--- config.mk ---
export PLATFORM = sky130hd
export DESIGN_NAME = int_ctrl_nest
export DESIGN_NICKNAME = d
export VERILOG_FILES = /design/src/rtl/int_pkg.sv /design/src/rtl/int_chan.sv /design/src/rtl/int_ctrl_nest.sv
export SDC_FILE = /design/constraint.sdc
export NUM_CORES = 1
export LEC_CHECK = 0
export CAP_MARGIN = 5
export CORE_MARGIN = 4
export CORE_UTILIZATION = 48
export CTS_BUF_LIST = sky130_fd_sc_hd__clkbuf_16
export DETAILED_ROUTE_END_ITERATION = 7
export PLACE_DENSITY = 0.79
export SLEW_MARGIN = 20
export SYNTH_ARGS = -nofsm -noshare
export SYNTH_HDL_FRONTEND = slang
export SYNTH_SLANG_ARGS = --single-unit
export TNS_END_PERCENT = 10
--- constraint.sdc ---
create_clock -name clk_i -period 2.6 [get_ports clk_i]
set_input_delay 0.39 -clock clk_i [delete_from_list [all_inputs] [get_ports clk_i]]
set_output_delay 0.39 -clock clk_i [all_outputs]
set_load 0.02 [all_outputs]
--- src/rtl/int_pkg.sv ---
// Shared constants and helpers for the nesting interrupt controller.
package int_pkg;

    localparam int N_CH_DEF = 8;
    localparam int SYNC_DEF = 2;

    // Returns the highest set bit index of vec, or -1 when vec is zero.
    function automatic logic signed [6:0] msb_index(input logic [31:0] vec);
        logic signed [6:0] idx;
        idx = -7'sd1;
        for (int i = 0; i < 32; i++) begin
            if (vec[i]) idx = 7'(i);
        end
        return idx;
    endfunction

endpackage

--- src/rtl/int_chan.sv ---
// One request channel: input synchroniser, rising-edge detect and pending latch.
module int_chan #(
    parameter int SYNC_STAGES = 2
) (
    input  logic clk_i,
    input  logic rst_n_i,
    input  logic req_i,
    input  logic clr_i,
    input  logic ack_hit_i,
    output logic pending_o
);

    logic [SYNC_STAGES-1:0] sync_q;
    logic                   prev_q;
    logic                   pend_q;
    logic                   pend_d;
    logic                   rise;

    // History resets to 0, so a request held through reset release counts as an edge.
    assign rise = sync_q[SYNC_STAGES-1] & ~prev_q;

    always_comb begin
        pend_d = pend_q;
        if (rise)
            pend_d = 1'b1;
        else if (clr_i || ack_hit_i)
            pend_d = 1'b0;
    end

    always_ff @(posedge clk_i or negedge rst_n_i) begin
        if (!rst_n_i) begin
            sync_q <= '0;
            prev_q <= 1'b0;
            pend_q <= 1'b0;
        end else begin
            sync_q <= {sync_q[SYNC_STAGES-2:0], req_i};
            prev_q <= sync_q[SYNC_STAGES-1];
            pend_q <= pend_d;
        end
    end

    assign pending_o = pend_q;

endmodule

--- src/rtl/int_ctrl_nest.sv ---
// Nesting interrupt controller: per-channel pending, in-service stack and
// priority ceiling with ack/eret handshakes to the CPU exception logic.
module int_ctrl_nest
    import int_pkg::*;
#(
    parameter int N_CH        = N_CH_DEF,
    parameter int SYNC_STAGES = SYNC_DEF,
    parameter int NO_W        = $clog2(N_CH + 1)
) (
    input  logic            clk_i,
    input  logic            rst_n_i,
    input  logic [N_CH-1:0] int_req_i,
    input  logic [N_CH-1:0] int_mask_i,
    input  logic [N_CH-1:0] int_clr_i,
    input  logic            ie_i,
    input  logic            int_ack_i,
    input  logic            int_eret_i,
    output logic            int_o,
    output logic [NO_W-1:0] int_no_o,
    output logic [N_CH-1:0] pending_o,
    output logic [N_CH-1:0] in_service_o
);

    logic [N_CH-1:0]   pending;
    logic [N_CH-1:0]   eligible;
    logic [N_CH-1:0]   ack_hit;
    logic [N_CH-1:0]   in_service_q;
    logic [N_CH-1:0]   in_service_d;
    logic signed [6:0] ceil_idx;
    logic signed [6:0] win_idx;
    logic              ack_acc;

    for (genvar g = 0; g < N_CH; g++) begin : g_chan
        int_chan #(
            .SYNC_STAGES(SYNC_STAGES)
        ) u_chan (
            .clk_i     (clk_i),
            .rst_n_i   (rst_n_i),
            .req_i     (int_req_i[g]),
            .clr_i     (int_clr_i[g]),
            .ack_hit_i (ack_hit[g]),
            .pending_o (pending[g])
        );
    end

    always_comb begin
        ceil_idx = msb_index(32'(in_service_q));
        eligible = '0;
        for (int i = 0; i < N_CH; i++) begin
            eligible[i] = pending[i] & ~int_mask_i[i] & (i > int'(ceil_idx));
        end
        win_idx = msb_index(32'(eligible));
    end

    // int_no ignores ie so software can poll the winner with interrupts off.
    assign int_no_o = NO_W'(win_idx + 7'sd1);
    assign int_o    = ie_i & (|eligible);
    assign ack_acc  = int_ack_i & int_o;

    always_comb begin
        ack_hit      = '0;
        in_service_d = in_service_q;
        for (int i = 0; i < N_CH; i++) begin
            if (int_eret_i && (i == int'(ceil_idx))) in_service_d[i] = 1'b0;
        end
        for (int i = 0; i < N_CH; i++) begin
            if (ack_acc && (i == int'(win_idx))) begin
                ack_hit[i]      = 1'b1;
                in_service_d[i] = 1'b1;
            end
        end
    end

    always_ff @(posedge clk_i or negedge rst_n_i) begin
        if (!rst_n_i) in_service_q <= '0;
        else          in_service_q <= in_service_d;
    end

    assign pending_o    = pending;
    assign in_service_o = in_service_q;

endmodule
==> impl_results.md <==
- Dpl hpwl: between 3000 and 4000 um
- Ratio of cells with drive above 1 in the final layout: 0.357
- R2R Path Start: in_service_o[6]
- Area grow syn2layout: 57.8%
- Max-cap violations: 0
- Crit path max fanout: 4
- Fin nets: a little under 300
- Placed Area: approximately 2600 um2
- Crit-path cells: or4_4 -> or3_4 -> o211ai_2 -> nand2_4 -> inv_1 -> ha_1 -> inv_2 -> buf_6
- Reg-to-reg slack, setup: -0.06 ns
- Setup WS post-layout: -0.147 ns
- # IOs: 50
- Max-Slew Margin vs Limit: 0.425
- N_diodes: 0
- Die Y: about 70 um
- Routed wl met3: ~440 um
- Cts bufs inserted: 5
- Met2 WL: about 2800 um
- Data arrival time of the critical path: 2.36 ns
- ANT nets after route: 0
- Fmax: 364 MHz
- Post-synth EDFFs: 0
- DR pass1 iterations: 4
- CTS H-tree lvls: 2
- Unrepaired setup endpoints after global routing: yes
- CP bufs+invs: 3
- DR vias/cell: around 5.5
- Leakage: approximately 0.0014 uW
- Post-Syn Area: 1860 um2
- Ys flop type: dfrtp_1
- Crit. End Element: output pin
- Grt total ovfl: 0
- Net count after synthesis: 201
- Post-CTS Hold Fix Bufs: 0
- Post-synthesis async set-or-reset flop share: 1.00
- WL met1: approximately 2100 um
- Fin. max-slew vios: 0
- Core Region: around 3700 um2
- Place WS: -0.583 ns
- VDD IR max: ~0.75 mV
- Initial core utilization: 0.504
- Failing checks: setup timing
- Initial DRC count: 139
- CP peak stage delay: 0.57 ns
- Part of the cycle the worst path needs: 1.06
- Routability congestion estimate: ~0.93
- CP max stage cell: or4_4
- Cell area after layout: ~2900 um2
- Syn avg cell area: about 11 um2
- Mux cell area share after synthesis: 0.00538
- Post-synthesis sequential area ratio: 0.538
- P per Cell Area: about 950 nW/um2
- Post-synthesis simple-gate area fraction: 0.203
- Post-Route WL: 5500 um
- Cell count after synthesis: between 150 and 200
- Min cycle time layout: around 2.7 ns
- Synth Area in Adders: 0.0135
- Remaining DRCs: 0
- Post-Route Utilization: 0.795
- Commonest non-fill, non-tap cells in the layout: buf_4, clkdlybuf4s50_1, dfrtp_1
- Count of cell types in the netlist: 47
- Crit path kind: flip-flop to output pin
- Site Rows: 22
- Worst slew pin tran: 0.863 ns
- # setup viols final: 6
- Final Non-Filler Cells: a little over 300
- Yosys warns: 0
- Via count: between 1500 and 2000
- Final Hold Viols: 0
- CP Launch Type: flip-flop
- Worst r2r dst: g_chan[1].u_chan.pending_o
- R2R depth: 11
- Largest net degree at the start of global routing: a little over 40
- Largest family of logic cells by synthesized area: simple AND/OR/NAND/NOR gates
- Worst path depth: 8
- FF+latch count, synth: 40
- Synth Area in Compound Gates: 0.143
- CTS sink cnt: 40
- CTS Buffer Depth: 2
- Worst Hold Class: primary input to asynchronous set/reset pin
- PortBufs: 49
- Commonest non-fill, non-tap cell in the layout: buf_4
- Reg clk slew, reported paths: about 0.060 ns
- Placed Cells: 300
- Clk_skew: roughly 0.0047 ns
- Vias in the first global route: 1830
- Clk Latency, worst-skew pair: around 0.28 ns
- Wire length of the first global-routing pass: between 8000 and 9000 um
- Die outline width: 70.2 um
- Max Used Layer: met4
- Worst EP required: roughly 2.2 ns
- Delay-heaviest family, CP: simple AND/OR/NAND/NOR gates
- CTS tree: built
- Initial antenna violation count: 0
- Status: finished with violations
- Post-Synth XOR/XNOR Area: 0.00471
- GRT Total Usage: 0.227
- Die area: slightly below 5000 um2
- Root Buffer: clkbuf_16
- Worst hold slack: ~0.22 ns
- Routed WL per cell: 17.7 um
[through the flow]
step                power, uW  TNS (ns)
global route             2900    -0.912
finish                   2780    -0.374
floorplan                1320         0
detailed placement       1880     -3.36
CTS                      2710    -0.203
global placement         1830     -2.91
[report_power, final]
part	internal (uW)	switching [uW]	total, uW
combinational	660	685	1350
sequential	689	52.1	741
clock	450	243	693
total	1800	980	2780
[cells by family (layout without fill, tap and decap cells)]
family | Yosys count | after routing
fa+ha+maj | 2 | 2
buf+inv | 33 | 126
simple gates | 57 | 57
flops | 40 | 40
xor+xnor | 1 | 1
mux | 1 | 1
compound gates | 36 | 36
[state kept, by name, indices dropped and copies added (netlist names)]
name	cells
g_chan.u_chan.sync_q	16
g_chan.u_chan.pending_o	8
in_service_o	8
g_chan.u_chan.prev_q	8
[cells in the mapped netlist (2+ instances only)]
cell type	n	area, um2
a21o_1	2	15.0
inv_1	22	82.6
buf_4	9	67.6
buf_6	2	22.5
nand2_1	10	37.5
nor3_1	6	30.0
a211oi_1	2	15.0
nand3_1	3	15.0
nand3b_1	3	22.5
nor4_1	2	12.5
dfrtp_1	40	1000
or3_1	2	12.5
o32ai_1	3	26.3
nor4_2	2	25.0
o21ai_0	11	55.1
ha_1	2	25.0
o21ba_2	2	20.0
or4_4	2	22.5
nand2b_1	2	12.5
nor4b_1	2	17.5
nor2_1	8	30.0
nor2b_1	4	25.0
o21ai_1	2	10.0
a21oi_1	4	20.0
[worst max path at each step]
stage                    startpoint          end  slack (ns)
global placement      int_mask_i[0]  int_no_o[1]       -0.53
finish              in_service_o[6]  int_no_o[1]       -0.15
detailed placement    int_mask_i[3]  int_no_o[1]       -0.58
global route        in_service_o[6]  int_no_o[1]       -0.21
CTS                 in_service_o[4]  int_no_o[1]       -0.08
floorplan           in_service_o[6]  int_no_o[2]        0.01
[area by class of cell]
class,count,area [um2]
Sequential cell,40,1010
Fill cell,222,754
Clock inverter,3,42.5
Timing Repair Buffer,96,851
Clock buffer,5,125
Inverter,22,82.6
Multi-Input combinational cell,97,767
Tap cell,48,60.1
[repair_timing]
action | in CTS | in global routing
endpoints found under the hold margin | 0 | 0
setup endpoints to repair | 8 | 9
resized for setup | 39 | 11
pin swaps | 9 | 12
buffers inserted | 4 | 0
[routing by layer]
layer / vias to the layer above / global-route usage
met2: 81 / 0.396
met5: - / 0
met3: 11 / 0.0590
li1: 767 / -
met4: 0 / 0.0979
met1: 858 / 0.258
(Power assumes the default switching activity.)
